===== src/rtl/key_pkg.sv =====
// -----------------------------------------------------------------------------
// key_pkg
// Shared definitions for the key_reader pushbutton front end.
//   key_st_t          per-channel debounce FSM state (REL, PRESS_WAIT, HELD, REL_WAIT)
//   DEF_* constants   default cycle counts for a 50 MHz CLOCK_50
// -----------------------------------------------------------------------------
package key_pkg;

    typedef enum logic [1:0] {
        REL        = 2'd0,  // released, idle
        PRESS_WAIT = 2'd1,  // pressed level seen, waiting for it to stay stable
        HELD       = 2'd2,  // accepted press
        REL_WAIT   = 2'd3   // released level seen while held, waiting for stability
    } key_st_t;

    localparam int DEF_NUM_KEYS             = 4;
    localparam int DEF_DEBOUNCE_CYCLES      = 500_000;     // 10 ms
    localparam int DEF_REPEAT_DELAY_CYCLES  = 25_000_000;  // 500 ms
    localparam int DEF_REPEAT_PERIOD_CYCLES = 5_000_000;   // 100 ms

endpackage


===== src/rtl/key_reader_if.sv =====
// -----------------------------------------------------------------------------
// key_reader_if
// Bundles the key pins and the cleaned-up key outputs.
//   KEY          raw active-low pushbuttons (0 = pressed), asynchronous
//   key_state    debounced level, 1 = pressed
//   key_press    single-cycle pulse on accepted press (and on auto-repeat)
//   key_release  single-cycle pulse on accepted release
//   key_fsm      per-channel FSM state, for observation only
// Signalling: there is no valid/ready handshake here. key_state is a level;
// key_press/key_release are one-cycle strobes that the consumer must sample
// on every CLOCK_50 edge, and there is no back-pressure.
// Modports: slave = key_reader side, master = the user/board side.
// -----------------------------------------------------------------------------
interface key_reader_if
    import key_pkg::*;
#(
    parameter int NUM_KEYS = DEF_NUM_KEYS
);
    logic    [NUM_KEYS-1:0] KEY;
    logic    [NUM_KEYS-1:0] key_state;
    logic    [NUM_KEYS-1:0] key_press;
    logic    [NUM_KEYS-1:0] key_release;
    key_st_t [NUM_KEYS-1:0] key_fsm;

    modport slave (
        input  KEY,
        output key_state, key_press, key_release, key_fsm
    );

    modport master (
        output KEY,
        input  key_state, key_press, key_release, key_fsm
    );
endinterface


===== src/rtl/key_debounce.sv =====
// -----------------------------------------------------------------------------
// key_debounce
// One pushbutton channel: 2-FF synchroniser, debounce FSM, stability counter,
// registered press/release pulses, optional auto-repeat.
// Optional feature macro: KEY_REPEAT_EN (auto-repeat press pulses while held).
// Ports:
//   clk          CLOCK_50
//   rst_n        asynchronous active-low reset (deassert synchronously upstream)
//   key_n        raw active-low key pin
//   key_state    debounced level, 1 = pressed
//   key_press    one-cycle pulse on accepted press / repeat
//   key_release  one-cycle pulse on accepted release
//   state_dbg    current FSM state
// -----------------------------------------------------------------------------
module key_debounce
    import key_pkg::*;
#(
    parameter int DEBOUNCE_CYCLES      = DEF_DEBOUNCE_CYCLES,
    parameter int REPEAT_DELAY_CYCLES  = DEF_REPEAT_DELAY_CYCLES,
    parameter int REPEAT_PERIOD_CYCLES = DEF_REPEAT_PERIOD_CYCLES
) (
    input  logic    clk,
    input  logic    rst_n,
    input  logic    key_n,
    output logic    key_state,
    output logic    key_press,
    output logic    key_release,
    output key_st_t state_dbg
);

    if (DEBOUNCE_CYCLES < 2 || REPEAT_PERIOD_CYCLES < 1 ||
        REPEAT_PERIOD_CYCLES > REPEAT_DELAY_CYCLES) begin : g_bad_cfg
        $error("key_debounce: invalid cycle parameters");
    end

    localparam int CNT_W = $clog2(DEBOUNCE_CYCLES + 1);

    // The sample that moves REL/HELD into a *_WAIT state is the first stable
    // cycle and the accepting sample is the last one, so the counter only has
    // to cover the DEBOUNCE_CYCLES-2 samples in between.
    localparam logic [CNT_W-1:0] CNT_DONE = CNT_W'(DEBOUNCE_CYCLES - 2);

    logic             sync1, sync2;
    logic             pressed_s;
    logic [CNT_W-1:0] cnt;
    key_st_t          state;

`ifdef KEY_REPEAT_EN
    localparam int RPT_W = $clog2(REPEAT_DELAY_CYCLES + 1);
    // Fire when the counter has seen REPEAT_DELAY_CYCLES-1 held cycles, then
    // reload so the next fire is REPEAT_PERIOD_CYCLES later; it never wraps.
    localparam logic [RPT_W-1:0] RPT_FIRE   = RPT_W'(REPEAT_DELAY_CYCLES - 1);
    localparam logic [RPT_W-1:0] RPT_RELOAD = RPT_W'(REPEAT_DELAY_CYCLES - REPEAT_PERIOD_CYCLES);
    logic [RPT_W-1:0] rpt_cnt;
`endif

    // Released is the safe power-up value for an active-low pin.
    always_ff @(posedge clk or negedge rst_n) begin
        if (!rst_n) begin
            sync1 <= 1'b1;
            sync2 <= 1'b1;
        end else begin
            sync1 <= key_n;
            sync2 <= sync1;
        end
    end

    assign pressed_s = ~sync2;
    assign state_dbg = state;

    always_ff @(posedge clk or negedge rst_n) begin
        if (!rst_n) begin
            state       <= REL;
            cnt         <= '0;
            key_state   <= 1'b0;
            key_press   <= 1'b0;
            key_release <= 1'b0;
`ifdef KEY_REPEAT_EN
            rpt_cnt     <= '0;
`endif
        end else begin
            key_press   <= 1'b0;
            key_release <= 1'b0;
`ifdef KEY_REPEAT_EN
            // Any state other than HELD keeps the repeat delay restarted.
            if (state != HELD) begin
                rpt_cnt <= '0;
            end
`endif
            case (state)
                REL: begin
                    if (pressed_s) begin
                        state <= PRESS_WAIT;
                        cnt   <= '0;
                    end
                end
                PRESS_WAIT: begin
                    if (!pressed_s) begin
                        state <= REL;
                        cnt   <= '0;
                    end else if (cnt == CNT_DONE) begin
                        state     <= HELD;
                        cnt       <= '0;
                        key_state <= 1'b1;
                        key_press <= 1'b1;
                    end else begin
                        cnt <= cnt + CNT_W'(1);
                    end
                end
                HELD: begin
                    if (!pressed_s) begin
                        state <= REL_WAIT;
                        cnt   <= '0;
`ifdef KEY_REPEAT_EN
                        rpt_cnt <= '0;
                    end else if (rpt_cnt == RPT_FIRE) begin
                        key_press <= 1'b1;
                        rpt_cnt   <= RPT_RELOAD;
                    end else begin
                        rpt_cnt <= rpt_cnt + RPT_W'(1);
`endif
                    end
                end
                REL_WAIT: begin
                    if (pressed_s) begin
                        state <= HELD;
                        cnt   <= '0;
                    end else if (cnt == CNT_DONE) begin
                        state       <= REL;
                        cnt         <= '0;
                        key_state   <= 1'b0;
                        key_release <= 1'b1;
                    end else begin
                        cnt <= cnt + CNT_W'(1);
                    end
                end
                default: begin
                    state <= REL;
                    cnt   <= '0;
                end
            endcase
        end
    end

endmodule


===== src/rtl/key_reader.sv =====
// -----------------------------------------------------------------------------
// key_reader
// Samples the board's active-low pushbuttons, synchronises and debounces each
// one independently, and presents a clean level plus press/release pulses on
// the CLOCK_50 domain. Pin edge to event latency is 2 + DEBOUNCE_CYCLES.
// Optional feature macro: KEY_REPEAT_EN (auto-repeat key_press while held).
// Ports:
//   CLOCK_50   50 MHz system clock
//   RESET_N    asynchronous active-low reset; release is expected to be
//              synchronous to CLOCK_50
//   kif        key_reader_if.slave: KEY in; key_state, key_press,
//              key_release, key_fsm out
// -----------------------------------------------------------------------------
module key_reader
    import key_pkg::*;
#(
    parameter int NUM_KEYS             = DEF_NUM_KEYS,
    parameter int DEBOUNCE_CYCLES      = DEF_DEBOUNCE_CYCLES,
    parameter int REPEAT_DELAY_CYCLES  = DEF_REPEAT_DELAY_CYCLES,
    parameter int REPEAT_PERIOD_CYCLES = DEF_REPEAT_PERIOD_CYCLES
) (
    input  logic          CLOCK_50,
    input  logic          RESET_N,
    key_reader_if.slave   kif
);

    logic    [NUM_KEYS-1:0] ch_state;
    logic    [NUM_KEYS-1:0] ch_press;
    logic    [NUM_KEYS-1:0] ch_release;
    key_st_t [NUM_KEYS-1:0] ch_fsm;

    for (genvar i = 0; i < NUM_KEYS; i++) begin : g_ch
        key_debounce #(
            .DEBOUNCE_CYCLES      (DEBOUNCE_CYCLES),
            .REPEAT_DELAY_CYCLES  (REPEAT_DELAY_CYCLES),
            .REPEAT_PERIOD_CYCLES (REPEAT_PERIOD_CYCLES)
        ) u_debounce (
            .clk         (CLOCK_50),
            .rst_n       (RESET_N),
            .key_n       (kif.KEY[i]),
            .key_state   (ch_state[i]),
            .key_press   (ch_press[i]),
            .key_release (ch_release[i]),
            .state_dbg   (ch_fsm[i])
        );
    end

    assign kif.key_state   = ch_state;
    assign kif.key_press   = ch_press;
    assign kif.key_release = ch_release;
    assign kif.key_fsm     = ch_fsm;

endmodule

===== src/flat_wrapper.sv =====
// flat-port wrapper written by rule: the top's interface ports become plain ports
module key_reader_flat import key_pkg::*;
#(
    parameter int NUM_KEYS             = DEF_NUM_KEYS,
    parameter int DEBOUNCE_CYCLES      = DEF_DEBOUNCE_CYCLES,
    parameter int REPEAT_DELAY_CYCLES  = DEF_REPEAT_DELAY_CYCLES,
    parameter int REPEAT_PERIOD_CYCLES = DEF_REPEAT_PERIOD_CYCLES
)
  (CLOCK_50, RESET_N, kif_KEY, kif_key_state, kif_key_press, kif_key_release, kif_key_fsm);
  key_reader_if #(.NUM_KEYS(NUM_KEYS)) kif_i ();
  input  logic CLOCK_50;
  input  logic RESET_N;
  input wire logic [$bits(kif_i.KEY)-1:0] kif_KEY;
  output wire logic [$bits(kif_i.key_state)-1:0] kif_key_state;
  output wire logic [$bits(kif_i.key_press)-1:0] kif_key_press;
  output wire logic [$bits(kif_i.key_release)-1:0] kif_key_release;
  output wire logic [$bits(kif_i.key_fsm)-1:0] kif_key_fsm;
  assign kif_i.KEY = kif_KEY;
  assign kif_key_state = kif_i.key_state;
  assign kif_key_press = kif_i.key_press;
  assign kif_key_release = kif_i.key_release;
  assign kif_key_fsm = kif_i.key_fsm;
  key_reader #(.NUM_KEYS(NUM_KEYS), .DEBOUNCE_CYCLES(DEBOUNCE_CYCLES), .REPEAT_DELAY_CYCLES(REPEAT_DELAY_CYCLES), .REPEAT_PERIOD_CYCLES(REPEAT_PERIOD_CYCLES)) u_core (.CLOCK_50(CLOCK_50), .RESET_N(RESET_N), .kif(kif_i));
endmodule

===== config.mk =====
export PLATFORM = sky130hd
export DESIGN_NAME = key_reader_flat
export DESIGN_NICKNAME = d
export VERILOG_FILES = /design/src/rtl/key_pkg.sv /design/src/rtl/key_reader_if.sv /design/src/rtl/key_debounce.sv /design/src/rtl/key_reader.sv /design/src/flat_wrapper.sv
export SDC_FILE = /design/constraint.sdc
export NUM_CORES = 1
export LEC_CHECK = 0
export BUFFER_PORTS_ARGS = -buffer_cell sky130_fd_sc_hd__clkbuf_2
export CAP_MARGIN = 15
export CORE_ASPECT_RATIO = 1.1
export CORE_MARGIN = 5
export CORE_UTILIZATION = 54
export DETAILED_ROUTE_END_ITERATION = 7
export PLACE_DENSITY = 0.74
export SYNTH_ARGS = -nofsm -noshare
export SYNTH_HDL_FRONTEND = slang
export SYNTH_SLANG_ARGS = --single-unit

===== constraint.sdc =====
create_clock -name CLOCK_50 -period 2.2 [get_ports CLOCK_50]
set_input_delay 0.33 -clock CLOCK_50 [delete_from_list [all_inputs] [get_ports CLOCK_50]]
set_output_delay 0.33 -clock CLOCK_50 [all_outputs]
set_load 0.01 [all_outputs]

Word-level counts from Yosys, hierarchy flattened:

Index checks and enable logic that the tools add are counted.

* divide/modulo/power cells: 0
* $lt $le $gt $ge: 0
* add/sub/neg operators: 4
* bitwise gates (word level): 0
* reductions and logical operators: 20
* equality and inequality tests: 48
* shift operators: 0
* muxes and demuxes: 92
* multipliers: 0

Operator list (number)
* 2-to-1 mux 19 bit: 20
* one-hot mux 19 bit (4 select lines): 4
* adder 19 x 1 -> 19 bit, second input constant: 4
* equality test 19 bit, second input constant: 4
* 2-to-1 mux 2 bit: 24
* != test 2 bit, second input constant: 24
* 2-to-1 mux 1 bit: 36
* one-hot mux 2 bit (4 select lines): 4
* != test 3 bit, second input constant: 8
* AND reduction 5 bit: 4
* equality test 2 bit, second input constant: 8
* AND reduction 4 bit: 4
* equality test 2 x 1 -> 1 bit, second input constant: 4
* zero test 2 bit: 4
* one-hot mux 1 bit (2 select lines): 4
* AND reduction 2 bit: 4
* nonzero test 2 bit: 4

* RAM bits: 0
* memory bits (read-only): 0
* bits in registers: 104
* memories kept: 0
* bits in latches: 0

Depth between registers and ports, before layout:

Gate-level depths: netlist of run 1.

* depth after elaboration: 4
* gate-level depth with buffers: 8

Modules after synthesis:

A second synthesis of run 1 with hierarchy kept.

* cell total of the unflattened synthesis: 601
* area total of the unflattened synthesis: 5645.4 um2

By module, submodules not included
* key_debounce (u_core.g_ch[1].u_debounce ...): instances 2, cells each 150, area each 1412.6 um2, seq. area each 653.1 um2
* key_debounce (u_core.g_ch[0].u_debounce): instances 1, cells each 152, area each 1412.6 um2, seq. area each 653.1 um2
* key_debounce (u_core.g_ch[3].u_debounce): instances 1, cells each 149, area each 1407.6 um2, seq. area each 653.1 um2

Worst setup path before layout of run 1:

No wires, ideal clock.

* path kind: flip-flop to flip-flop
* start: register u_core.g_ch[2].u_debounce.cnt[7]
* end: register u_core.g_ch[2].u_debounce.cnt[16]
* buffers on the path: 1
* clock period less this slack: 2.182 ns
* setup slack: 0.018 ns
* stages on the path, launching flop included: 7
* arrival: 2.058 ns
* setup time: 0.125 ns
* cells stage by stage: dfrtp_1 or4b_1 or4_4 o21ai_4 buf_6 o21ai_1 mux2_2

* longest elaborated chain between the ends: 4
* elaborated cells on any way between the ends: 6
* those cells by class: add/sub: 1; eq/ne: 1; mux: 4

Ends and longest elaborated chain
* from (decl): RTL line key_debounce.sv:45 `logic [CNT_W-1:0] cnt;`
* from (signal assigned): RTL line key_debounce.sv:107 `cnt <= cnt + CNT_W'(1);`
* from (signal assigned): RTL line key_debounce.sv:134 `cnt <= cnt + CNT_W'(1);`
* adder 19 x 1 -> 19 bit / equality test 19 bit (equally long branches)
* 2-to-1 mux 19 bit *: RTL line key_debounce.sv:101, key_debounce.sv:128
* 2-to-1 mux 19 bit (on tied branches): RTL line key_debounce.sv:125, key_debounce.sv:98
* one-hot mux 19 bit (4 select lines) *: RTL line key_debounce.sv:90 `case (state)`

Mark *: on every way between the ends. The rest lies on a longest branch, timed or not.
A chain may end at the register's enable or synchronous reset.

Worst setup path in the final report of run 1:

* start: register u_core.g_ch[2].u_debounce.cnt[14]
* end: register u_core.g_ch[2].u_debounce.cnt[16]

Same word-level chain as after synthesis.

==> results of run 1 <==
logic make-up (layout without fill, tap and decap cells):
family,after synthesis,after routing,share of synthesized area
xor+xnor,5,5,0.00795
compound gates,147,148,0.164
mux,9,9,0.0168
flops,104,104,0.474
simple gates,277,277,0.266
buf+inv,60,115,0.0529
fa+ha+maj,8,8,0.0182
repair_timing:
item | 4_1_cts | 5_1_grt
gates resized for setup | 3 | 21
hold buffers | 0 | 1
endpoints found under the hold margin | 0 | 1
cloned | 0 | 2
setup endpoints to repair | 7 | 42
pin swaps | 1 | 9
worst paths after layout:
path,end,depth (start not counted)
worst max-delay path,u_core.g_ch[2].u_debounce.cnt[16],5
worst min-delay path,u_core.g_ch[0].u_debounce.key_release,2
worst max register to register,u_core.g_ch[2].u_debounce.cnt[16],5
worst min register to register,u_core.g_ch[3].u_debounce.sync2,0
max in group asynchronous,u_core.g_ch[1].u_debounce.sync1,2
min in group CLOCK_50,u_core.g_ch[2].u_debounce.sync1,1
worst register-to-register path, stage by stage, from the launching register on:
cell and delay [ns]:
dfrtp_1 0.38, or4b_1 0.51, or4_4 0.53, o21ai_4 0.25
and2b_1 0.21, mux2_2 0.25
registers in the layout (all words and copies together), names as in the netlist, named ones only:
register	cells
u_core.g_ch.u_debounce.sync2	4
u_core.g_ch.u_debounce.sync1	4
u_core.g_ch.u_debounce.key_state	4
u_core.g_ch.u_debounce.cnt	76
u_core.g_ch.u_debounce.state_dbg	4
u_core.g_ch.u_debounce.key_release	4
u_core.g_ch.u_debounce.key_press	4
cells in the final DEF, fill, tap and decap left out, drive strengths merged, types with 11 or more instances in the layout:
master	instances
a21oi	35
a21o	31
or3	23
nand3	40
nor4	14
o21ai	54
nand2	68
dfrtp	96
nand4	15
clkbuf	36
inv	31
nor3	23
and3	12
and2	11
buf	44
nor2	37
routing by layer:
| layer | wire length [um] | global-route usage | part of all wire | vias to the layer above |
|---|---|---|---|---|
| li1 | - | - | - | 2299 |
| met3 | 482 | 0.0384 | 0.041 | 14 |
| met1 | 5320 | 0.259 | 0.45 | 2302 |
| met2 | 5930 | 0.356 | 0.50 | 106 |
| met5 | 0 | 0 | 0 | - |
| met4 | 161 | 0.0691 | 0.014 | 0 |
report_power, final:
group | total (W) | internal, W | switching, W
sequential | 0.00206 | 0.00197 | 0.0000834
clock | 0.00134 | 0.000678 | 0.000661
combinational | 0.000698 | 0.000273 | 0.000425
total | 0.00409 | 0.00292 | 0.00117
per-stage QoR:
step           cells  setup WS, ns  instance area (um^2)
2_1_floorplan    610        0.0178                  5510
3_3_place_gp     767      -0.00364                  5930
3_5_place_dp     767       -0.0237                  5930
4_1_cts          783      -0.00136                  6170
5_1_grt          786        -0.147                  6270
6_report         786       -0.0389                  6270
cell type report:
| type | instances | area share |
|---|---|---|
| repair buffers | 69 | 0.0772 |
| multi-input cells | 447 | 0.429 |
| well taps | 120 | 0.0239 |
| flip-flops and latches | 104 | 0.417 |
| clock buffers | 12 | 0.0231 |
| clock inverters | 4 | 0.0122 |
| inverters | 30 | 0.0180 |
==> metrics.md, run 1 <==
| Metric | Value |
|---|---|
| Initial antenna violation count | `0` |
| EDFF count, synth | `0` |
| Slew headroom | `0.359` |
| DRT antenna net count | `0` |
| Post-Syn Nets | `624` |
| Worst endpoint data arrival time | `2.51 ns` |
| Post-Syn Instances | `610` |
| Register area | `2610 um^2` |
| Maxcap violations | `0` |
| Least-Margin Pin Slew | `0.959 ns` |
| Die Y-Extent | `116 um` |
| Inserted Clock Buffers | `9` |
| Hold Path Class | `primary input to asynchronous set/reset pin` |
| Worst-Skew Late Latency | `0.38 ns` |
| Most frequent cell after synthesis | `dfrtp_1` |
| DR WL/cell | `15.1 um` |
| Top cells by area, synth | `dfrtp_1 44%, nand2_1 4.6%, o21ai_0 4.5%` |
| Post-synthesis area per instance | `9.03 um^2` |
| Crit-path cells | `or4b_1 > or4_4 > o21ai_4 > and2b_1 > mux2_2` |
| YS warnings | `0` |
| Period minus WS final | `2.24 ns` |
| Post-route setup slack | `-0.0389 ns` |
| Crit Path Max Fanout | `5` |
| Peak VDD IR | `0.618 mV` |
| Gpl congestion | `0.850` |
| Worst R2R Start | `u_core.g_ch[2].u_debounce.cnt[14]` |
| Async SR Flop Fraction | `1.00` |
| PortBufs | `25` |
| CP top delay family | `simple AND/OR/NAND/NOR gates` |
| Vias in the first global route | `4621` |
| Overall Power | `0.00409 W` |
| Post-DP HPWL | `8220 um` |
| Drt first pass iters | `4` |
| Total die area | `12300 um^2` |
| CTS tree | `yes` |
| Max-slew violation count | `0` |
| Synth top area share | `0.436` |
| Status | `finished, violations left` |
| Final hold viol count | `0` |
| Drt via density | `6.01` |
| RSZ-0062 raised after global routing | `true` |
| Row count | `38` |
| Global Route Usage Sum | `0.205` |
| Capturing element type of the critical path | `register` |
| Inserted Diodes | `0` |
| Pwr dens | `653 nW/um^2` |
| Seq/Total Area, Yosys | `0.474` |
| Root Buffer | `clkbuf_8` |
| Drc violations | `0` |
| Multi-input logic area | `2690 um^2` |
| Reg clk slew, reported paths | `0.10 ns` |
| Starting Density | `0.554` |
| Final Skew | `0.00888 ns` |
| Fill cells | `817` |
| Max clock buf depth | `2` |
| Crit path from | `u_core.g_ch[2].u_debounce.cnt[14]` |
| Final wirelength | `11900 um` |
| Library cells used by synthesis | `52` |
| Final net count | `675` |
| Hold_ws | `0.0132 ns` |
| Max incr delay on CP | `0.53 ns` |
| Via Count | `4721` |
| Final period utilization | `1.02` |
| Final-report setup violation count | `1` |
| Fmax | `447 MHz` |
| Post-layout util | `0.631` |
| Largest net degree at the start of global routing | `105` |
| Failing checks | `setup timing` |
| Clk sink count | `104` |
| First-pass GRT wire length | `20800 um` |
| Required @ worst endpoint | `2.47 ns` |
| R2R Setup Slk | `-0.04 ns` |
| CP Class | `register to register` |
| Ratio of cells with drive above 1 in the final layout | `0.171` |
| GRT overflow | `0` |
| Leak | `2.89 nW` |
| Leading area contributor after synthesis | `dfrtp_1` |
| Fin Setup TNS | `-0.0389 ns` |
| # Post-CTS Setup Buffers | `0` |
| Seq cells post-synth | `104` |
| Slowest CP cell | `or4_4` |
| Total number of H-tree levels | `3` |
| Worst path bufs/invs | `0` |
| Mapped cell area | `5510 um^2` |
| Horiz. Die Dim | `106 um` |
| Worst setup SP type | `register` |
| CORE AREA | `9940 um^2` |
| # IOs | `26` |
| P&R area growth vs syn | `13.9%` |
| Most used DFF post-synth | `dfrtp_1` |
| Top post-synthesis cells by count | `96 x dfrtp_1, 68 x nand2_1, 50 x o21ai_0` |
| First DRT Iteration DRCs | `212` |
No activity file was read; power rests on OpenSTA's default activity.
==> run 2: changes to the inputs <==
BUFFER_PORTS_ARGS = default   (was -buffer_cell sky130_fd_sc_hd__clkbuf_2)
DONT_BUFFER_PORTS = 1   (was default)
HOLD_SLACK_MARGIN = 0.15   (was default)
PLACE_DENSITY = 0.72   (was 0.74)
==> metrics.md, run 2 (synthesized netlist as in run 1, its figures left out) <==
| Metric | Value |
|---|---|
| Internal Pwr Total | `0.00297 W` |
| Required @ worst endpoint | `2.48 ns` |
| Critical path destination | `u_core.g_ch[2].u_debounce.cnt[16]` |
| Clock power share | `0.345` |
| Post-route setup slack | `-0.00527 ns` |
| DR top layer | `met4` |
| Drt first pass iters | `5` |
| WL met3 | `409 um` |
| FF-to-FF End | `u_core.g_ch[2].u_debounce.cnt[16]` |
| Largest net degree at the start of global routing | `105` |
| Overall Power | `0.00410 W` |
| Via Count | `4548` |
| Maxcap violations | `0` |
| Met2 WL | `5690 um` |
| Least-Margin Pin Slew | `0.991 ns` |
| Comb pwr share | `0.147` |
| Failing checks | `hold timing, setup timing` |
| Fill cells | `833` |
| Hold Buf Count CTS | `4` |
| Most frequent cells in the layout | `96 x dfrtp_1, 68 x nand2_1, 45 x o21ai_0` |
| Period minus WS final | `2.21 ns` |
| Row count | `38` |
| Final net count | `650` |
| DR WL/cell | `15.1 um` |
| Horiz. Die Dim | `106 um` |
| Capturing element type of the critical path | `register` |
| Status | `finished, violations left` |
| M1 WL | `5230 um` |
| Final period utilization | `1.00` |
| Initial antenna violation count | `0` |
| Max clock buf depth | `2` |
| Drt via density | `5.98` |
| Worst setup SP type | `register` |
| Final-report setup violation count | `1` |
| Global Route Usage Sum | `0.199` |
| Final wirelength | `11500 um` |
| Ratio of cells with drive above 1 in the final layout | `0.129` |
| Commonest non-fill, non-tap cell in the layout | `dfrtp_1` |
| Slew headroom | `0.337` |
| Largest register FFs | `76` |
| CORE AREA | `9940 um^2` |
| Worst R2R Start | `u_core.g_ch[2].u_debounce.cnt[14]` |
| Gpl congestion | `0.870` |
| Inserted Clock Buffers | `9` |
| Total die area | `12300 um^2` |
| CP Class | `register to register` |
| CTS tree | `yes` |
| Psw | `0.00113 W` |
| RSZ-0062 raised after global routing | `true` |
| Total number of H-tree levels | `3` |
| Peak VDD IR | `0.548 mV` |
| Part of the power in registers | `0.507` |
| Worst-Skew Late Latency | `0.38 ns` |
| Starting Density | `0.554` |
| Reg clk slew, reported paths | `0.10 ns` |
| First-pass GRT wire length | `19900 um` |
| Hold Path Class | `primary input to asynchronous set/reset pin` |
| Final hold viol count | `104` |
| R2R Setup Slk | `-0.005 ns` |
| Root Buffer | `clkbuf_8` |
| # IOs | `26` |
| GRT overflow | `0` |
| PortBufs | `0` |
| Hold_ws | `-0.367 ns` |
| Leak | `2.77 nW` |
| Post-layout util | `0.616` |
| Clk sink count | `104` |
| Crit path from | `u_core.g_ch[2].u_debounce.cnt[14]` |
| First DRT Iteration DRCs | `232` |
| Pwr dens | `669 nW/um^2` |
| DRT antenna net count | `0` |
| Vias in the first global route | `4303` |
| Worst endpoint data arrival time | `2.48 ns` |
| Crit Path Max Fanout | `5` |
| P&R area growth vs syn | `11.2%` |
| Die Y-Extent | `116 um` |
| Switching fraction of total power | `0.275` |
| R2R depth | `5` |
| Final Skew | `0.00970 ns` |
| Inserted Diodes | `0` |
| Max-slew violation count | `0` |
| Post-DP HPWL | `7960 um` |
| Drc violations | `0` |
| Fmax | `453 MHz` |
| Most flops, register | `u_core.g_ch.u_debounce.cnt` |
[run 2: per-layer routing]
metal	up-vias	global-route usage
met4	0	0.0717
met3	17	0.0401
li1	2247	-
met2	86	0.338
met1	2198	0.255
met5	-	0
[run 2: how the worst min path moves through the flow]
stage / end / slack [ns] / depth (start not counted)
floorplan: asynchronous set/reset pin / 0.03 / 0
global placement: u_core.g_ch[0].u_debounce.key_release / 0.04 / 0
detailed placement: u_core.g_ch[0].u_debounce.key_release / 0.04 / 0
CTS: u_core.g_ch[0].u_debounce.key_release / -0.40 / 0
global route: u_core.g_ch[0].u_debounce.key_release / -0.40 / 0
finish: u_core.g_ch[0].u_debounce.key_release / -0.37 / 0
[run 2: metrics by stage]
stage | setup TNS, ns | area, um^2 | std cells | worst slack, ns
CTS | 0 | 6070 | 759 | 0.000206
detailed placement | -0.298 | 5760 | 736 | -0.0506
global placement | -0.0769 | 5760 | 736 | -0.0243
finish | -0.00527 | 6120 | 761 | -0.00527
global route | -0.229 | 6120 | 761 | -0.0552
floorplan | 0 | 5510 | 610 | 0.0178
[run 2: repair_timing]
action	CTS	global route
endpoints found under the hold margin	108	104
gates resized for setup	2	13
cloned	2	0
endpoints found under the setup margin	21	38
setup buffers	1	2
pin swaps	1	7
[run 2: critical path, stage by stage, from the launching register on]
cell and delay (ns):
dfrtp_1 0.39, or4b_1 0.52, or4_4 0.53, o21ai_4 0.21
and2b_1 0.20, mux2_2 0.25
[run 2: layout make-up]
| class | instances | area (um^2) | area share |
|---|---|---|---|
| well taps | 120 | 150 | 0.0245 |
| repair buffers | 44 | 358 | 0.0585 |
| multi-input cells | 447 | 2650 | 0.433 |
| inverters | 30 | 113 | 0.0184 |
| clock inverters | 6 | 108 | 0.0176 |
| flip-flops and latches | 104 | 2610 | 0.427 |
| clock buffers | 10 | 128 | 0.0208 |
[run 2: power by group through the flow]
stage               logic (W)  registers, W  clock network (W)
detailed placement   0.000566       0.00212                  0
floorplan            0.000421       0.00207                  0
CTS                  0.000582       0.00208            0.00147
global route         0.000670       0.00210            0.00153
finish               0.000604       0.00208            0.00141
global placement     0.000548       0.00212                  0
